<file path="src/rtl/in_service_controller.sv">
// 8259 in-service stage: runs the 8086 two-pulse INTA sequence, owns the ISR and executes OCW2 EOI/rotation commands.
// Latency: ISR set / irr_clear SYNC_STAGES+1 clk edges after inta_n is sampled low; no backpressure, every event is taken when presented.
module in_service_controller #(
    parameter int SYNC_STAGES = 2
) (
    input  logic       clk,
    input  logic       rst_n,
    input  logic       init,
    input  logic [2:0] priority_id,
    input  logic       int_flag,
    input  logic       inta_n,
    input  logic       aeoi_mode,
    input  logic       ocw2_valid,
    input  logic [7:0] ocw2_data,
    output logic [7:0] isr,
    output logic [2:0] last_serviced,
    output logic       rotating_priority,
    output logic       irr_clear,
    output logic [2:0] irr_clear_id,
    output logic       vector_valid,
    output logic [2:0] vector_id,
    output logic       spurious,
    output logic       ack_busy
);

    typedef enum logic [1:0] {IDLE, ACK1, GAP, ACK2} state_t;

    logic [SYNC_STAGES-1:0] inta_sync_q;
    logic                   inta_prev_q;
    logic                   inta_s;
    logic                   inta_fall;
    logic                   inta_rise;

    state_t     state_q, state_d;
    logic [7:0] isr_q, isr_d;
    logic [2:0] last_q, last_d;
    logic       rot_q, rot_d;
    logic       rot_aeoi_q, rot_aeoi_d;
    logic [2:0] id_l_q, id_l_d;
    logic       spur_q, spur_d;
    logic       irr_clear_q, irr_clear_d;

    logic [7:0] set_mask;
    logic [7:0] ocw_clr;
    logic [7:0] aeoi_clr;
    logic       hp_hit;
    logic [2:0] hp_lvl;
    logic [2:0] scan_lvl;
    logic [2:0] ocw_cmd;
    logic [2:0] ocw_l;
    logic       unused_ocw2_bits;

    assign unused_ocw2_bits = ^ocw2_data[4:3];
    assign ocw_cmd          = ocw2_data[7:5];
    assign ocw_l            = ocw2_data[2:0];

    // inta_n is asynchronous; the chain idles high so reset never fakes an edge
    always_ff @(posedge clk or negedge rst_n) begin
        if (!rst_n) begin
            inta_sync_q <= '1;
            inta_prev_q <= 1'b1;
        end else begin
            inta_sync_q[0] <= inta_n;
            for (int i = 1; i < SYNC_STAGES; i++) begin
                inta_sync_q[i] <= inta_sync_q[i-1];
            end
            inta_prev_q <= inta_s;
        end
    end

    assign inta_s    = inta_sync_q[SYNC_STAGES-1];
    assign inta_fall = inta_prev_q & ~inta_s;
    assign inta_rise = ~inta_prev_q & inta_s;

    // Highest-priority in-service level: scan upward from last_serviced+1, wrapping
    always_comb begin
        hp_hit   = 1'b0;
        hp_lvl   = 3'd0;
        scan_lvl = 3'd0;
        for (int i = 7; i >= 0; i--) begin
            scan_lvl = last_q + 3'(i + 1);
            if (isr_q[scan_lvl]) begin
                hp_hit = 1'b1;
                hp_lvl = scan_lvl;
            end
        end
    end

    always_comb begin
        state_d     = state_q;
        last_d      = last_q;
        rot_d       = rot_q;
        rot_aeoi_d  = rot_aeoi_q;
        id_l_d      = id_l_q;
        spur_d      = spur_q;
        irr_clear_d = 1'b0;
        set_mask    = 8'h00;
        ocw_clr     = 8'h00;
        aeoi_clr    = 8'h00;

        if (ocw2_valid) begin
            case (ocw_cmd)
                3'b001: if (hp_hit) ocw_clr[hp_lvl] = 1'b1;
                3'b011: ocw_clr[ocw_l] = 1'b1;
                3'b101: begin
                    if (hp_hit) begin
                        ocw_clr[hp_lvl] = 1'b1;
                        last_d          = hp_lvl;
                        rot_d           = 1'b1;
                    end
                end
                3'b111: begin
                    ocw_clr[ocw_l] = 1'b1;
                    last_d         = ocw_l;
                    rot_d          = 1'b1;
                end
                3'b110: begin
                    last_d = ocw_l;
                    rot_d  = 1'b1;
                end
                3'b100:  rot_aeoi_d = 1'b1;
                3'b000:  rot_aeoi_d = 1'b0;
                default: ;
            endcase
        end

        // INTA-side updates come last so they override OCW2 last_serviced writes
        case (state_q)
            IDLE: begin
                if (inta_fall) begin
                    state_d = ACK1;
                    id_l_d  = int_flag ? priority_id : 3'd7;
                    spur_d  = ~int_flag;
                    if (int_flag) begin
                        set_mask[priority_id] = 1'b1;
                        irr_clear_d           = 1'b1;
                    end
                end
            end
            ACK1: if (inta_rise) state_d = GAP;
            GAP:  if (inta_fall) state_d = ACK2;
            ACK2: begin
                if (inta_rise) begin
                    state_d = IDLE;
                    if (aeoi_mode && !spur_q) begin
                        aeoi_clr[id_l_q] = 1'b1;
                        if (rot_aeoi_q) begin
                            last_d = id_l_q;
                            rot_d  = 1'b1;
                        end
                    end
                end
            end
            default: state_d = IDLE;
        endcase

        isr_d = (isr_q & ~ocw_clr & ~aeoi_clr) | set_mask;
    end

    always_ff @(posedge clk or negedge rst_n) begin
        if (!rst_n) begin
            state_q     <= IDLE;
            isr_q       <= 8'h00;
            last_q      <= 3'd7;
            rot_q       <= 1'b0;
            rot_aeoi_q  <= 1'b0;
            id_l_q      <= 3'd0;
            spur_q      <= 1'b0;
            irr_clear_q <= 1'b0;
        end else if (init) begin
            state_q     <= IDLE;
            isr_q       <= 8'h00;
            last_q      <= 3'd7;
            rot_q       <= 1'b0;
            rot_aeoi_q  <= 1'b0;
            id_l_q      <= 3'd0;
            spur_q      <= 1'b0;
            irr_clear_q <= 1'b0;
        end else begin
            state_q     <= state_d;
            isr_q       <= isr_d;
            last_q      <= last_d;
            rot_q       <= rot_d;
            rot_aeoi_q  <= rot_aeoi_d;
            id_l_q      <= id_l_d;
            spur_q      <= spur_d;
            irr_clear_q <= irr_clear_d;
        end
    end

    assign isr               = isr_q;
    assign last_serviced     = last_q;
    assign rotating_priority = rot_q;
    assign irr_clear         = irr_clear_q;
    assign irr_clear_id      = irr_clear_q ? id_l_q : 3'd0;
    assign vector_valid      = (state_q == ACK2);
    assign vector_id         = (state_q == ACK2) ? id_l_q : 3'd0;
    assign ack_busy          = (state_q != IDLE);
    assign spurious          = (state_q != IDLE) & spur_q;

endmodule

</file>
<file path="config.mk">
export PLATFORM = sky130hd
export DESIGN_NAME = in_service_controller
export DESIGN_NICKNAME = d
export VERILOG_FILES = /design/src/rtl/in_service_controller.sv
export SDC_FILE = /design/constraint.sdc
export NUM_CORES = 1
export LEC_CHECK = 0
export ABC_AREA = 0
export CORE_MARGIN = 2
export CORE_UTILIZATION = 59
export CTS_CLUSTER_SIZE = 8
export DETAILED_ROUTE_END_ITERATION = 10
export PLACE_DENSITY_LB_ADDON = 0.15
export SLEW_MARGIN = 25
export SYNTH_ARGS = -nofsm -noshare
export SYNTH_HDL_FRONTEND = slang
export SYNTH_SLANG_ARGS = --single-unit
</file>
<file path="constraint.sdc">
create_clock -name clk -period 8.5 [get_ports clk]
set_clock_uncertainty 0.1 [all_clocks]
set_input_delay 1.275 -clock clk [delete_from_list [all_inputs] [get_ports clk]]
set_output_delay 1.275 -clock clk [all_outputs]
set_load 0.02 [all_outputs]
</file>
==> flow_metrics.tcl <==
set metrics [dict create \
    worstHoldStart "inta_sync_q[0]$_DFF_PN1_" \
    combPwrFrac_pct 41.9 \
    synth_edf_count 0 \
    crit_path_end_kind "flip-flop" \
    crit_type "reg -> reg" \
    r2r_end "isr[3]$_DFF_PN0_" \
    r2r-start "last_serviced[0]$_DFF_PN1_" \
    pwr-share-clk_pct 19.4 \
    io_buffer_count 37 \
    tns_ns 0 \
    drive_gt1_share_pct 14.97 \
    synth_top_cell_area_share_pct 17.53 \
    finalSetupViolations 0 \
    critPathMaxFanout 25 \
    grt_use_total_pct 28.49 \
    slew_viol_final 0 \
    yosysTopAreaCell "dfrtp_1" \
    coreArea_mm2 0.003971 \
    seq_area_frac_synth_pct 24.02 \
    rsz0062_at_grt "false" \
    hold_buffers 0 \
    fp.dieH_um 68.14 \
    clk_path_buf_depth 2 \
    grt_pass1_wl_um 10050 \
    route.detailed.drc 0 \
    design_area_mm2 0.002809 \
    fp.dieW_um 68.14 \
    syn_area_per_cell_um2 9.091 \
    num_vias 2331 \
    antenna_found_initial 0 \
    cts_tree "built" \
    routed_wl_um 6236 \
    cts_made_buffers 3 \
    drv_cap 0 \
    htreeDepth 1 \
    drt-pass1-iter-count 5 \
    synth_area_mm2 0.002427 \
    overflow 0 \
    status "finished, final reports clean" \
    synth_cells 267 \
    power_density_mw_per_mm2 129.9 \
    max_freq_mhz 236.4 \
    p_switching_mw 0.1447 \
    syn_nets 292 \
    cts_setup_buffers 0 \
    synth_area_leaders "dfrtp_1 18%, mux4_2 9.3%, dfstp_2 6.5%, mux2i_1 6.2%, nor2_1 4.2%" \
    final_util_pct 70.73 \
    num_antenna_cells 0 \
    grt_pass1_vias 2071 \
    layout_min_cycle_time_ns 4.231 \
    synth_cell_types 70 \
    synthFlopType "dfrtp_1" \
    required_ns 8.52 \
    gp_congestion 0.8860 \
    num_io_pins 40 \
    reg2reg_slack_ns 4.27 \
    initial_core_util_pct 61.12 \
    hpwlAfterDp_um 4583 \
    power_frac_seq_pct 38.7 \
    post_dp_cell_area_mm2 0.002765 \
    cts.sinks 23 \
    grt_max_degree 26 \
    leakage_nw 1.060 \
    root_buffer "clkbuf_8" \
    critPathArrivalTime_ns 4.25 \
    routedWlPerCell_um 18.13 \
    hold_violations 0 \
    p_int_mw 0.2201 \
    synth-seq-cells 23 \
    worstSetupStartpointType "flip-flop" \
    fin_crit_sh_pct 49.77 \
    clk_pin_slew_ns 0.09 \
    vias_per_cell 6.776 \
    finalNonFillerCells 344 \
    first_iter_violations 281 \
    max-slew-margin-rel_pct 39.21 \
    vdd_drop_max_mv 0.1196 \
    r2r_cells 10 \
    ys_warn_count 0 \
    area_delta_synth_final_pct 15.72 \
    hold_path.class "reg -> reg" \
    cts_resized 0 \
    worst_pin_slew_ns 0.9091 \
    dp_cells 340 \
    ant_nets 0 \
    dieArea_mm2 0.004643 \
    clk_latency_ns 0.27 \
    fill_cells 328 \
    num-nets-final 320 \
    async_flop_share_pct 100.0 \
    p_sw_share_pct 39.67 \
    hold_end "inta_sync_q[1]$_DFF_PN1_" \
    placementRows 23 \
    holdPathStages 0 \
]
## power by group through the flow
| stage | clock network [mW] | logic (mW) | registers [mW] |
|---|---|---|---|
| 3_5_place_dp | 0 | 0.151 | 0.143 |
| 6_report | 0.0709 | 0.153 | 0.141 |
| 4_1_cts | 0.0719 | 0.152 | 0.141 |
| 5_1_grt | 0.0756 | 0.169 | 0.143 |
| 3_3_place_gp | 0 | 0.149 | 0.142 |
| 2_1_floorplan | 0 | 0.113 | 0.134 |
## placed cells by master (no fill, tap or decap), types with 4 or more instances in the layout
master and n:
a211oi_1 4, a21oi_1 11, a221oi_1 5, and2_1 6, clkdlybuf4s50_1 36, dfrtp_1 17
dfstp_2 6, ha_1 7, inv_1 13, mux2_2 5, mux2i_1 15, mux4_2 10
nand2_1 17, nand3_1 13, nor2_1 27, nor2b_1 6, nor3_1 8, o32ai_1 4
## area by class of cell
type                       instances  area, um^2  area share (%)
clock buffer                       3       41.29           1.470
inverter                          18       68.82           2.450
timing repair buffer              37       365.4           13.01
multi-input combinational        212        1680           59.82
clock inverter                     1       7.507          0.2673
tap                               50       62.56           2.227
sequential                        23       583.1           20.76
## through the flow
step	worst slack (ns)	hold WS, ns	total power [mW]
floorplan	5.062	0.2452	0.2468
global placement	4.327	0.2458	0.2907
detailed placement	4.282	0.2487	0.2937
CTS	4.273	0.2616	0.3645
global route	3.983	0.2629	0.3876
finish	4.269	0.2612	0.3649
## synthesized netlist by cell type, types with 4 or more instances
library cell	n
buf_6	4
mux4_2	10
nand2_1	17
nor2b_1	6
inv_1	13
dfstp_2	6
nor2_1	27
a221oi_1	5
mux2_2	5
a211oi_1	4
dfrtp_1	17
nand3_1	13
nor3_1	8
ha_1	7
mux2i_1	15
clkbuf_1	8
a21oi_1	11
o32ai_1	4
and2_1	6
## per-layer routing
layer | global-route usage [%] | vias up | wire length, um
met4 | 6.750 | 0 | 70
met3 | 1.645 | 11 | 419
met2 | 47.82 | 116 | 3107
met1 | 40.44 | 1119 | 2638
li1 | - | 1085 | -
met5 | 0 | - | 0
## cell families after synthesis
kind of cell               after synthesis  synth area share, %
adders and majority gates                7                3.608
muxes                                   34                20.57
xor gates and xnor gates                 3                1.392
buffers and inverters                   32                6.752
and+or+nand+nor                        100                21.39
AOI/OAI and AO/OA                       68                22.27
DFF                                     23                24.02
## flip-flops by register name, summed over array words and instances, names as in the netlist
signal	cells
state_q	2
inta_sync_q	2
inta_prev_q	1
rot_aeoi_q	1
irr_clear	1
isr	8
rotating_priority	1
spur_q	1
id_l_q	3
last_serviced	3
## worst max-delay path: stages, from the launching register on
cell,delay [ns]
dfstp_2,0.90
inv_2,0.14
ha_1,0.78
mux4_2,0.69
mux2_2,0.35
a21oi_2,0.11
o21ai_1,0.07
a21boi_1,0.15
or2_4,0.31
o41ai_2,0.35
a21oi_1,0.11
## how the worst max path moves through the flow
stage,from,endpoint,slack (ns),depth (start not counted)
3_5_place_dp,last_serviced[0]$_DFF_PN1_,isr[3]$_DFF_PN0_,4.28,10
6_report,last_serviced[0]$_DFF_PN1_,isr[3]$_DFF_PN0_,4.27,10
5_1_grt,last_serviced[0]$_DFF_PN1_,isr[0]$_DFF_PN0_,3.98,10
2_1_floorplan,last_serviced[1]$_DFF_PN1_,isr[3]$_DFF_PN0_,5.06,12
4_1_cts,last_serviced[0]$_DFF_PN1_,isr[3]$_DFF_PN0_,4.27,10
3_3_place_gp,last_serviced[0]$_DFF_PN1_,isr[3]$_DFF_PN0_,4.33,10
No activity file was read; power rests on OpenSTA's default activity.
